`config.mk`:
```
export PLATFORM = sky130hd
export DESIGN_NAME = pad_in_event_ctrl_flat
export DESIGN_NICKNAME = d
export VERILOG_FILES = /design/src/rtl/pad_pkg.sv /design/src/rtl/pad_in_event_ctrl_if.sv /design/src/rtl/pad_in_debounce.sv /design/src/rtl/pad_in_event_ctrl.sv /design/src/flat_wrapper.sv
export SDC_FILE = /design/constraint.sdc
export NUM_CORES = 1
export LEC_CHECK = 0
export BUFFER_PORTS_ARGS = -buffer_cell sky130_fd_sc_hd__buf_2
export CAP_MARGIN = 20
export CORE_UTILIZATION = 45
export CTS_CLUSTER_SIZE = 20
export DETAILED_ROUTE_END_ITERATION = 10
export GPL_ROUTABILITY_DRIVEN = 0
export MAX_ROUTING_LAYER = met4
export PLACE_DENSITY = 0.66
export SETUP_SLACK_MARGIN = 0.3
export SLEW_MARGIN = 10
export SYNTH_ARGS = -nofsm -noshare
export SYNTH_HDL_FRONTEND = slang
export SYNTH_HIERARCHICAL = 1
export SYNTH_SLANG_ARGS = --single-unit
```
`constraint.sdc`:
```
create_clock -name clk -period 4.91 [get_ports clk]
set_input_delay 0.7365 -clock clk [delete_from_list [all_inputs] [get_ports clk]]
set_output_delay 0.7365 -clock clk [all_outputs]
set_load 0.01 [all_outputs]
```
`src/rtl/pad_pkg.sv`:
```
// Shared types and helpers for the pad input event controller.
package pad_pkg;

  typedef enum logic {
    IDLE  = 1'b0,
    OFFER = 1'b1
  } sched_state_t;

  localparam int unsigned MAX_CH   = 32;
  localparam int unsigned MAX_CH_W = 5;

  // First set bit at or after ptr, wrapping at n_ch; returns 0 when nothing is set.
  function automatic int unsigned rr_pick(input logic [MAX_CH-1:0] pending,
                                          input int unsigned ptr,
                                          input int unsigned n_ch);
    int unsigned idx;
    rr_pick = 0;
    for (int k = MAX_CH - 1; k >= 0; k--) begin
      idx = ptr + 32'(k);
      if (idx >= n_ch) idx = idx - n_ch;
      if ((32'(k) < n_ch) && (idx < MAX_CH) && pending[idx[MAX_CH_W-1:0]]) rr_pick = idx;
    end
  endfunction

endpackage

```
`src/rtl/pad_in_event_ctrl_if.sv`:
```
// Valid/ready event port carrying channel index and edge direction.
interface pad_in_event_ctrl_if #(
  parameter int unsigned N_CH = 8
);
  localparam int unsigned CH_W = $clog2(N_CH);

  logic            evt_valid;
  logic [CH_W-1:0] evt_ch;
  logic            evt_rise;
  logic            evt_ready;

  modport master (output evt_valid, output evt_ch, output evt_rise, input evt_ready);
  modport slave  (input evt_valid, input evt_ch, input evt_rise, output evt_ready);
endinterface

```
`src/rtl/pad_in_debounce.sv`:
```
// One pad channel: synchroniser chain, tick-based debounce counter, debounced level
// and single-cycle flip indications aligned with the LEVEL update.
module pad_in_debounce #(
  parameter int unsigned SYNC_STAGES = 2,
  parameter int unsigned DB_CNT      = 4,
  parameter bit          LEVEL_RST   = 1'b0
) (
  input  logic clk,
  input  logic rst_n,
  input  logic c_in,
  input  logic tick,
  output logic level,
  output logic rise_c,
  output logic fall_c
);

  localparam int unsigned CNT_W = (DB_CNT > 1) ? $clog2(DB_CNT) : 1;

  logic [SYNC_STAGES-1:0] sync_q;
  logic [CNT_W-1:0]       cnt_q;
  logic                   level_q;
  logic                   differ;
  logic                   flip;

  always_ff @(posedge clk or negedge rst_n) begin
    if (!rst_n) sync_q <= {SYNC_STAGES{LEVEL_RST}};
    else        sync_q <= {sync_q[SYNC_STAGES-2:0], c_in};
  end

  assign differ = sync_q[SYNC_STAGES-1] ^ level_q;
  assign flip   = tick & differ & (cnt_q == CNT_W'(DB_CNT - 1));

  // Counter only moves on ticks; any agreeing tick restarts the qualification.
  always_ff @(posedge clk or negedge rst_n) begin
    if (!rst_n) begin
      cnt_q   <= '0;
      level_q <= LEVEL_RST;
    end else if (tick) begin
      if (!differ) begin
        cnt_q <= '0;
      end else if (flip) begin
        cnt_q   <= '0;
        level_q <= ~level_q;
      end else begin
        cnt_q <= cnt_q + CNT_W'(1);
      end
    end
  end

  assign level  = level_q;
  assign rise_c = flip & ~level_q;
  assign fall_c = flip & level_q;

endmodule

```
`src/rtl/pad_in_event_ctrl.sv`:
```
// Pad input conditioning: per-channel sync + debounce, enabled edge capture into
// pending flags, and round-robin scheduling onto a single valid/ready event port.
module pad_in_event_ctrl
  import pad_pkg::*;
#(
  parameter int unsigned N_CH        = 8,
  parameter int unsigned SYNC_STAGES = 2,
  parameter int unsigned DIV         = 100,
  parameter int unsigned DB_CNT      = 4,
  parameter bit          LEVEL_RST   = 1'b0
) (
  input  logic                 clk,
  input  logic                 rst_n,
  input  logic [N_CH-1:0]      c_in,
  input  logic [N_CH-1:0]      rise_en,
  input  logic [N_CH-1:0]      fall_en,
  output logic [N_CH-1:0]      level,
  output logic [N_CH-1:0]      pending,
  output logic                 overrun,
  input  logic                 ovr_clr,
  pad_in_event_ctrl_if.master  evt
);

  localparam int unsigned CH_W  = $clog2(N_CH);
  localparam int unsigned PRE_W = (DIV > 1) ? $clog2(DIV) : 1;

  logic [PRE_W-1:0] pre_q;
  logic             tick;
  logic [N_CH-1:0]  rise_c;
  logic [N_CH-1:0]  fall_c;
  logic [N_CH-1:0]  new_evt;
  logic [N_CH-1:0]  acc_vec;
  logic             accept;

  logic [N_CH-1:0]  pending_q, pending_d;
  logic [N_CH-1:0]  dir_q, dir_d;
  logic             overrun_q, overrun_d;
  logic             ovr_set;

  sched_state_t     state_q, state_d;
  logic             evt_valid_q, evt_valid_d;
  logic [CH_W-1:0]  evt_ch_q, evt_ch_d;
  logic             evt_rise_q, evt_rise_d;
  logic [CH_W-1:0]  ptr_q, ptr_d;
  logic [CH_W-1:0]  pick_ch;

  // Shared debounce sample tick.
  assign tick = (pre_q == PRE_W'(DIV - 1));

  always_ff @(posedge clk or negedge rst_n) begin
    if (!rst_n)    pre_q <= '0;
    else if (tick) pre_q <= '0;
    else           pre_q <= pre_q + PRE_W'(1);
  end

  for (genvar g = 0; g < N_CH; g++) begin : g_ch
    pad_in_debounce #(
      .SYNC_STAGES (SYNC_STAGES),
      .DB_CNT      (DB_CNT),
      .LEVEL_RST   (LEVEL_RST)
    ) u_db (
      .clk    (clk),
      .rst_n  (rst_n),
      .c_in   (c_in[g]),
      .tick   (tick),
      .level  (level[g]),
      .rise_c (rise_c[g]),
      .fall_c (fall_c[g])
    );
  end

  assign new_evt = (rise_c & rise_en) | (fall_c & fall_en);
  assign accept  = (state_q == OFFER) & evt.evt_ready;
  assign acc_vec = accept ? (N_CH'(1) << evt_ch_q) : '0;

  // A slot being accepted this cycle may take a new event; otherwise it is dropped.
  always_comb begin
    pending_d = pending_q;
    dir_d     = dir_q;
    ovr_set   = 1'b0;
    for (int i = 0; i < N_CH; i++) begin
      if (new_evt[i] && (!pending_q[i] || acc_vec[i])) begin
        pending_d[i] = 1'b1;
        dir_d[i]     = rise_c[i];
      end else begin
        if (acc_vec[i]) pending_d[i] = 1'b0;
        if (new_evt[i]) ovr_set = 1'b1;
      end
    end
  end

  assign overrun_d = ovr_set ? 1'b1 : (ovr_clr ? 1'b0 : overrun_q);

  always_ff @(posedge clk or negedge rst_n) begin
    if (!rst_n) begin
      pending_q <= '0;
      dir_q     <= '0;
      overrun_q <= 1'b0;
    end else begin
      pending_q <= pending_d;
      dir_q     <= dir_d;
      overrun_q <= overrun_d;
    end
  end

  assign pick_ch = CH_W'(rr_pick(MAX_CH'(pending_q), 32'(ptr_q), N_CH));

  // Scheduler next-state and registered port values.
  always_comb begin
    state_d     = state_q;
    evt_valid_d = evt_valid_q;
    evt_ch_d    = evt_ch_q;
    evt_rise_d  = evt_rise_q;
    ptr_d       = ptr_q;
    case (state_q)
      IDLE: begin
        evt_valid_d = 1'b0;
        if (|pending_q) begin
          evt_ch_d    = pick_ch;
          evt_rise_d  = dir_q[pick_ch];
          evt_valid_d = 1'b1;
          state_d     = OFFER;
        end
      end
      OFFER: begin
        if (evt.evt_ready) begin
          evt_valid_d = 1'b0;
          ptr_d       = (evt_ch_q == CH_W'(N_CH - 1)) ? '0 : evt_ch_q + CH_W'(1);
          state_d     = IDLE;
        end
      end
      default: begin
        evt_valid_d = 1'b0;
        state_d     = IDLE;
      end
    endcase
  end

  always_ff @(posedge clk or negedge rst_n) begin
    if (!rst_n) begin
      state_q     <= IDLE;
      evt_valid_q <= 1'b0;
      evt_ch_q    <= '0;
      evt_rise_q  <= 1'b0;
      ptr_q       <= '0;
    end else begin
      state_q     <= state_d;
      evt_valid_q <= evt_valid_d;
      evt_ch_q    <= evt_ch_d;
      evt_rise_q  <= evt_rise_d;
      ptr_q       <= ptr_d;
    end
  end

  assign pending       = pending_q;
  assign overrun       = overrun_q;
  assign evt.evt_valid = evt_valid_q;
  assign evt.evt_ch    = evt_ch_q;
  assign evt.evt_rise  = evt_rise_q;

endmodule
```
`src/flat_wrapper.sv`:
```
// flat-port wrapper written by rule: the top's interface ports become plain ports
module pad_in_event_ctrl_flat import pad_pkg::*;
#(
  parameter int unsigned N_CH        = 8,
  parameter int unsigned SYNC_STAGES = 2,
  parameter int unsigned DIV         = 100,
  parameter int unsigned DB_CNT      = 4,
  parameter bit          LEVEL_RST   = 1'b0
)
  (clk, rst_n, c_in, rise_en, fall_en, level, pending, overrun, ovr_clr, evt_evt_valid, evt_evt_ch, evt_evt_rise, evt_evt_ready);
  pad_in_event_ctrl_if #(.N_CH(N_CH)) evt_i ();
  input  logic clk;
  input  logic rst_n;
  input  logic [N_CH-1:0] c_in;
  input  logic [N_CH-1:0] rise_en;
  input  logic [N_CH-1:0] fall_en;
  output logic [N_CH-1:0] level;
  output logic [N_CH-1:0] pending;
  output logic overrun;
  input  logic ovr_clr;
  output wire logic [$bits(evt_i.evt_valid)-1:0] evt_evt_valid;
  output wire logic [$bits(evt_i.evt_ch)-1:0] evt_evt_ch;
  output wire logic [$bits(evt_i.evt_rise)-1:0] evt_evt_rise;
  input wire logic [$bits(evt_i.evt_ready)-1:0] evt_evt_ready;
  assign evt_evt_valid = evt_i.evt_valid;
  assign evt_evt_ch = evt_i.evt_ch;
  assign evt_evt_rise = evt_i.evt_rise;
  assign evt_i.evt_ready = evt_evt_ready;
  pad_in_event_ctrl #(.N_CH(N_CH), .SYNC_STAGES(SYNC_STAGES), .DIV(DIV), .DB_CNT(DB_CNT), .LEVEL_RST(LEVEL_RST)) u_core (.clk(clk), .rst_n(rst_n), .c_in(c_in), .rise_en(rise_en), .fall_en(fall_en), .level(level), .pending(pending), .overrun(overrun), .ovr_clr(ovr_clr), .evt(evt_i));
endmodule
```
==> impl_results.md, run 1 <==
- Worst setup EP type: register
- Core Region: 0.00924 mm2
- Reg2reg end: u_core/evt.evt_rise
- Post-synth EDFFs: 0
- Fin area: ~0.0049 mm2
- Hold Path End: u_core/g_ch[1].u_db/sync_q[1]
- Hold buffers post-CTS: 0
- Area Overhead vs Synth: 13.1%
- Max layer used: met4
- DR vias/cell: 5.77
- Final min period: 3.98 ns
- Crit Path Class: reg -> reg
- Worst Hold Path Cells: 0
- # H-tree levels: 3
- YS warnings: 6
- Die Ht: 99.7 um
- Share of layout cells above drive strength 1: a little over a fifth
- Post-DP HPWL: approximately 7 mm
- Reg2Reg Depth: 10
- Row cnt: 35
- Critical Path RT: 5.09 ns
- DR WL/cell: about 16 um
- Slew HR: 39.6%
- DRT iter0 DRCs: 192
- 1st-pass router iterations: 6
- Most frequently used flop master after synthesis: dfrtp_1
- Vias in the first global route: 3328
- Worst-case clock skew: 0.0129 ns
- Total CTS buffers: 9
- Final wirelength: just over 9 mm
- Postcts setup bufs: 0
- CP Launch Type: register
- DR DRC count: 0
- RSZ-0062 raised after global routing: false
- Dpl cell area: approximately 0.0047 mm2
- Routed vias: 3411
- Cts repair resizes: 0
- Syn Area/Cell: roughly 11 um2
- Distinct cell type count after synthesis: 61
- ANT nets after route: 0
- Hold crit path type: reg -> reg
- Max cap viols: 0
- Clk buf depth: 2
- Syn nets: 454
- Final Hold Viols: 0
- Setup violators final: 0
- Tcrit/Tclk final: between 80% and 90%
- Post-Syn Instances: between 400 and 500
- Arrival @ worst endpoint: 4.17 ns
- Die span in x: around 100 um
- Post-Syn Area: ~0.0043 mm2
- Fmax achieved: 251 MHz
- Worst slew pin tran: 0.906 ns
- Remaining Overflow, GRT: 0
- Max-slew violations: 0
- Total GRT Usage: about a fifth
- Seq/Total Area, Yosys: 42.6%
- Setup tns final: 0 ns
- Global-route wire length before repair: 15.6 mm
- Post-synth ARST share: 100%
- Met2 Wirelength: between 4 and 5 mm
- Number of diodes: 0
- CTS root buf: clkbuf_8
- Largest net degree at the start of global routing: 74
- Met1 WL: 4.02 mm
- Full die area: roughly 0.0099 mm2
- Max FO, Critical Path: 19
- Clk slew on worst S/H paths: about 0.080 ns
- Port Buffers: 49
- Initial antenna violation count: 0
- Max rail drop VDD: 0.169 mV
- Yosys reg bits: 73
- Worst R2R Setup Slack: 0.93 ns
- RR Startpoint: u_core/ptr_q[0]
- PwrDens: between 200 and 250 mW/mm2
- Initial Util: 46.5%
- Min-delay src: u_core/g_ch[1].u_db/sync_q[0]
- Clock sink count: 73
- Net count, final: 509
- IO Count: 50
- Lkg Pwr: 2.24 nW
- Routed met3 length: 456 um
- Status: finished, final reports clean
- CTS tree: yes
- Skew-Pair Late Insertion Delay: 0.34 ns
-- logic make-up (layout without fill, tap and decap cells) --
| group | count (synthesis) | after routing | share of synthesized area, % |
|---|---|---|---|
| XOR/XNOR | 13 | 13 | 2.65 |
| AND/OR/NAND/NOR | 128 | 128 | 16.4 |
| flip-flops | 73 | 73 | 42.6 |
| buffers and inverters | 35 | 95 | 3.91 |
| AO/OA/AOI/OAI | 95 | 95 | 16.3 |
| multiplexers | 34 | 34 | 11.2 |
| adder cells (fa/ha/maj) | 24 | 24 | 7.00 |
-- how the worst max path moves through the flow --
stage,start,to,slack (ns)
2_1_floorplan,u_core/ptr_q[0],u_core/evt.evt_rise,1.31
3_3_place_gp,u_core/ptr_q[0],u_core/evt.evt_rise,1.10
3_5_place_dp,u_core/ptr_q[0],u_core/evt.evt_rise,0.96
4_1_cts,u_core/ptr_q[0],u_core/evt.evt_rise,0.97
5_1_grt,u_core/ptr_q[0],u_core/evt.evt_rise,0.69
6_report,u_core/ptr_q[0],u_core/evt.evt_rise,0.93
-- per-layer routing --
metal | track usage, % | up-vias
li1 | - | 1615
met1 | 25.5 | 1647
met2 | 31.9 | 116
met3 | 3.23 | 33
met4 | 12.1 | 0
met5 | - | -
-- critical path, stage by stage, from the launching register on --
cell,delay (ns)
dfrtp_1,0.79
clkinv_1,0.21
ha_1,0.53
mux4_2,0.56
mux2i_1,0.40
a31oi_1,0.21
nor4_4,0.35
or3_4,0.23
mux2_4,0.30
o211ai_1,0.16
a31oi_1,0.10
-- stage by stage --
step	total power [W]	hold WS, ns	utilization [%]	setup WS, ns	instances
6_report	0.00107	0.352	52.6	0.927	591
5_1_grt	0.00111	0.357	52.6	0.693	591
4_1_cts	0.00108	0.354	52.6	0.974	591
3_5_place_dp	0.000659	0.336	50.6	0.964	575
3_3_place_gp	0.000658	0.332	50.6	1.10	575
2_1_floorplan	0.000631	0.331	-	1.31	402
-- registers in the layout, indices dropped and copies added (netlist names) --
signal / flops
u_core/g_ch.u_db/cnt_q: 16
u_core/pending: 8
u_core/g_ch.u_db/level: 8
u_core/evt.evt_rise: 1
u_core/evt.evt_ch: 3
u_core/pre_q: 7
u_core/dir_q: 8
u_core/state_q: 1
u_core/ptr_q: 3
u_core/g_ch.u_db/sync_q: 16
u_core/overrun: 1
u_core/evt.evt_valid: 1
-- Yosys cell counts, types with 3 or more instances --
library cell / number / area [um2]
nor2_1: 12 / 45.0
dfrtp_1: 73 / 1830
nand2_1: 46 / 173
buf_6: 4 / 45.0
mux4_2: 7 / 158
nand3_1: 15 / 75.1
or3b_1: 8 / 70.1
o21ai_0: 14 / 70.1
a22oi_1: 9 / 67.6
ha_1: 24 / 300
nor3_1: 4 / 20.0
nor3b_1: 16 / 120
a31oi_1: 3 / 18.8
a32o_1: 8 / 80.1
nor4_1: 4 / 25.0
mux2i_1: 12 / 120
a21oi_1: 5 / 25.0
and2_1: 3 / 18.8
mux2_2: 12 / 135
xnor2_1: 12 / 105
a21o_1: 10 / 75.1
o22ai_1: 18 / 113
inv_1: 25 / 93.8
nor2b_1: 4 / 25.0
-- cells in the final DEF (no fill, tap or decap), types with 14 or more instances in the layout --
| master | instances |
|---|---|
| dfrtp_1 | 73 |
| buf_2 | 48 |
| nand2_1 | 46 |
| inv_1 | 25 |
| ha_1 | 24 |
| o22ai_1 | 18 |
| nor3b_1 | 16 |
| nand3_1 | 15 |
| o21ai_0 | 14 |
-- area by class of cell --
class,count,area [um2]
Tap cell,129,161
Sequential cell,73,1830
Multi-Input combinational cell,294,2310
Timing Repair Buffer,53,278
Clock inverter,6,41.3
Inverter,26,97.6
Fill cell,833,4380
Clock buffer,10,138
-- report_power, final --
group | switching (W) | leakage, nW | internal [W]
combinational | 0.0000208 | 1.20 | 0.0000137
clock | 0.000224 | 0.0847 | 0.000197
sequential | 0.00000443 | 0.958 | 0.000607
Note: power is estimated with default switching activity, not from simulation.
==> inputs of run 2 (changes only) <==
ABC_AREA = 1   (was default)
PLACE_DENSITY = 0.63   (was 0.66)
clock period = 4 ns   (was 4.91 ns; I/O delays follow)
==> impl_results.md, run 2 <==
- CTS root buf: clkbuf_8
- Crit Path Class: reg -> reg
- Final wirelength: 9.37 mm (+0.90%)
- Arrival @ worst endpoint: 3.39 ns (-0.78 ns)
- Setup tns final: 0 ns (unchanged)
- PwrDens: 668 mW/mm2 (+200%)
- YS warnings: 6 (unchanged)
- Post-Syn Area: 0.00427 mm2 (-0.47%)
- Synth Area in XOR/XNOR: 0.996% (-1.7 points)
- Slew HR: 39.6% (about the same)
- Fmax achieved: 315 MHz (+25%)
- Synth Area in Simple Gates: 29.8% (+13 points)
- Die span in x: 99.4 um (-0.23%)
- Post-synth EDFFs: 0 (unchanged)
- Seq/Total Area, Yosys: 42.8% (+0.20 points)
- Worst-case clock skew: 0.0138 ns (+0.000844 ns)
- Skew-Pair Late Insertion Delay: 0.34 ns (about the same)
- Share of layout cells above drive strength 1: 21.0% (-0.023 points)
- Routed vias: 3629 (+6.4%)
- Biggest regs: u_core/g_ch.u_db/cnt_q (16), u_core/g_ch.u_db/sync_q (16)
- Mux cell area share after synthesis: 1.05% (-10 points)
- Clock sink count: 73 (unchanged)
- DR vias/cell: 5.01 (-13%)
- 1st-pass router iterations: 4 (-2)
- Largest family of logic cells by synthesized area: simple AND/OR/NAND/NOR gates
- RSZ-0062 raised after global routing: false
- Vias in the first global route: 3508 (+5.4%)
- Initial Util: 46.2% (-0.22 points)
- Largest net degree at the start of global routing: 74 (unchanged)
- Fin area: 0.00487 mm2 (+0.36%)
- Clk slew on worst S/H paths: 0.08 ns (about the same)
- Max cap viols: 0 (unchanged)
- Cts repair resizes: 0 (unchanged)
- Adder-cell share of the synthesized area: 7.03% (+0.033 points)
- Post-DP HPWL: 7.21 mm (+3.4%)
- Max-slew violations: 0 (unchanged)
- # H-tree levels: 3 (unchanged)
- Final min period: 3.17 ns (-0.808 ns)
- IO Count: 50 (unchanged)
- Remaining Overflow, GRT: 0 (unchanged)
- Commonest non-fill, non-tap cell in the layout: nand2_1
- Worst slew pin tran: 0.905 ns (-0.000362 ns)
- Clk buf depth: 2 (unchanged)
- Net count, final: 643 (+26%)
- DR DRC count: 0 (unchanged)
- Hold crit path type: reg -> reg
- Worst Hold Path Cells: 0 (unchanged)
- Area Overhead vs Synth: 14.1%
- Port Buffers: 49 (unchanged)
- Core Region: 0.00924 mm2 (unchanged)
- Yosys reg bits: 73 (unchanged)
- Final Hold Viols: 0 (unchanged)
- Initial antenna violation count: 0 (unchanged)
- Postcts setup bufs: 0 (unchanged)
- Syn Area/Cell: 8.02 um2 (-25%)
- Lkg Pwr: 2.79 nW (+24%)
- Ranking of synthesized cells by area: dfrtp_1, nand2_1, ha_1, inv_1, nand3_1
- Most frequent cells in the layout: nand2_1, inv_1, dfrtp_1
- Syn nets: 585 (+29%)
- Reg2Reg Depth: 16 (+6)
- Area leader, netlist: dfrtp_1
- Global-route wire length before repair: 16.1 mm (+3.1%)
- Total CTS buffers: 9 (unchanged)
- Compound-Gate Fraction of Synth Area: 9.60% (-6.7 points)
- Distinct cell type count after synthesis: 39 (-36%)
- Max rail drop VDD: 0.274 mV (+62%)
- Hold buffers post-CTS: 0 (unchanged)
- Dpl cell area: 0.00467 mm2 (-0.13%)
- Setup violators final: 0 (unchanged)
- Max FO, Critical Path: 46 (+27)
- Die Ht: 99.4 um (-0.23%)
- Worst setup EP type: register
- ANT nets after route: 0 (unchanged)
- Top-count cell post-synth: nand2_1
- Critical Path RT: 4.22 ns (-0.87 ns)
- Post-synth ARST share: 100% (unchanged)
- Status: finished, final reports clean
- DRT iter0 DRCs: 116 (-40%)
- Post-Syn Instances: 533 (+33%)
- Top-area cell type share of the netlist area: 42.8% (+0.20 points)
- Row cnt: 35 (unchanged)
- Tcrit/Tclk final: 79.4% (-1.7 points)
- DR WL/cell: 12.9 um (-18%)
- Full die area: 0.00989 mm2 (-0.45%)
- CTS tree: yes
- Total GRT Usage: 21.3% (+0.75 points)
- Most frequently used flop master after synthesis: dfrtp_1
- Top cells by count, synth: nand2_1, inv_1, dfrtp_1
- Number of diodes: 0 (unchanged)
- CP Launch Type: register
run 2: through the flow:
step | worst slack (ns) | hold slack, ns | instances | power, W | util, %
6_report | 0.825 | 0.353 | 725 | 0.00326 | 52.7
5_1_grt | 0.438 | 0.338 | 725 | 0.00356 | 52.7
4_1_cts | 0.806 | 0.343 | 725 | 0.00327 | 52.7
3_5_place_dp | 0.828 | 0.336 | 709 | 0.00268 | 50.5
3_3_place_gp | 0.808 | 0.334 | 709 | 0.00266 | 50.5
2_1_floorplan | 0.410 | 0.304 | 533 | 0.00232 | -
run 2: where the power goes:
| part | internal, W | switching (W) | total, W |
|---|---|---|---|
| Sequential | 0.000808 | 0.000138 | 0.000946 |
| Clock | 0.000306 | 0.000282 | 0.000588 |
| Combinational | 0.000619 | 0.00110 | 0.00172 |
| Total | 0.00173 | 0.00152 | 0.00326 |
run 2: cell type report:
class	count	area, um2
flip-flops and latches	73	1830
multi-input cells	365	2080
fillers	869	4370
well taps	129	161
clock buffers	10	138
clock inverters	6	65.1
repair buffers	50	255
inverters	92	347
run 2: kinds of logic (layout without fill, tap and decap cells):
kind of cell    after synthesis  after routing
simple gates                272            272
buf+inv                      95            158
flops                        73             73
compound gates               61             61
fa+ha+maj                    24             24
xor+xnor                      4              4
mux                           4              4
run 2: worst max-delay path: stages (launching register included):
cell and delay, ns:
dfrtp_1 0.37, ha_1 0.19, nand4_1 0.15, nor3_4 0.28, buf_4 0.45, nand4_1 0.17
inv_1 0.11, a22o_1 0.18, nand2_1 0.11, a21oi_1 0.17, o21ai_0 0.13, a21oi_1 0.12
o21ai_0 0.12, a21oi_1 0.12, o21ai_0 0.11, a21oi_1 0.13, o21ai_0 0.10
run 2: per-layer routing:
layer | GRT usage, % | routed length, um | vias to the layer above | part of all wire, %
li1 | - | - | 1835 | -
met1 | 27.6 | 4510 | 1721 | 48
met2 | 33.2 | 4450 | 63 | 47
met3 | 4.64 | 314 | 10 | 3.4
met4 | 7.13 | 98 | 0 | 1.0
met5 | - | 0 | - | 0
run 2: worst paths after layout:
path	startpoint	endpoint	slack, ns
worst max register to register	u_core/pre_q[0]	u_core/overrun	0.83
worst max-delay path	u_core/pre_q[0]	u_core/overrun	0.83
min in group asynchronous	rst_n	u_core/g_ch[7].u_db/sync_q[1]	0.38
max in group asynchronous	rst_n	u_core/ptr_q[1]	3.02
worst min-delay path	u_core/g_ch[4].u_db/sync_q[0]	u_core/g_ch[4].u_db/sync_q[1]	0.35
worst min register to register	u_core/g_ch[4].u_db/sync_q[0]	u_core/g_ch[4].u_db/sync_q[1]	0.35
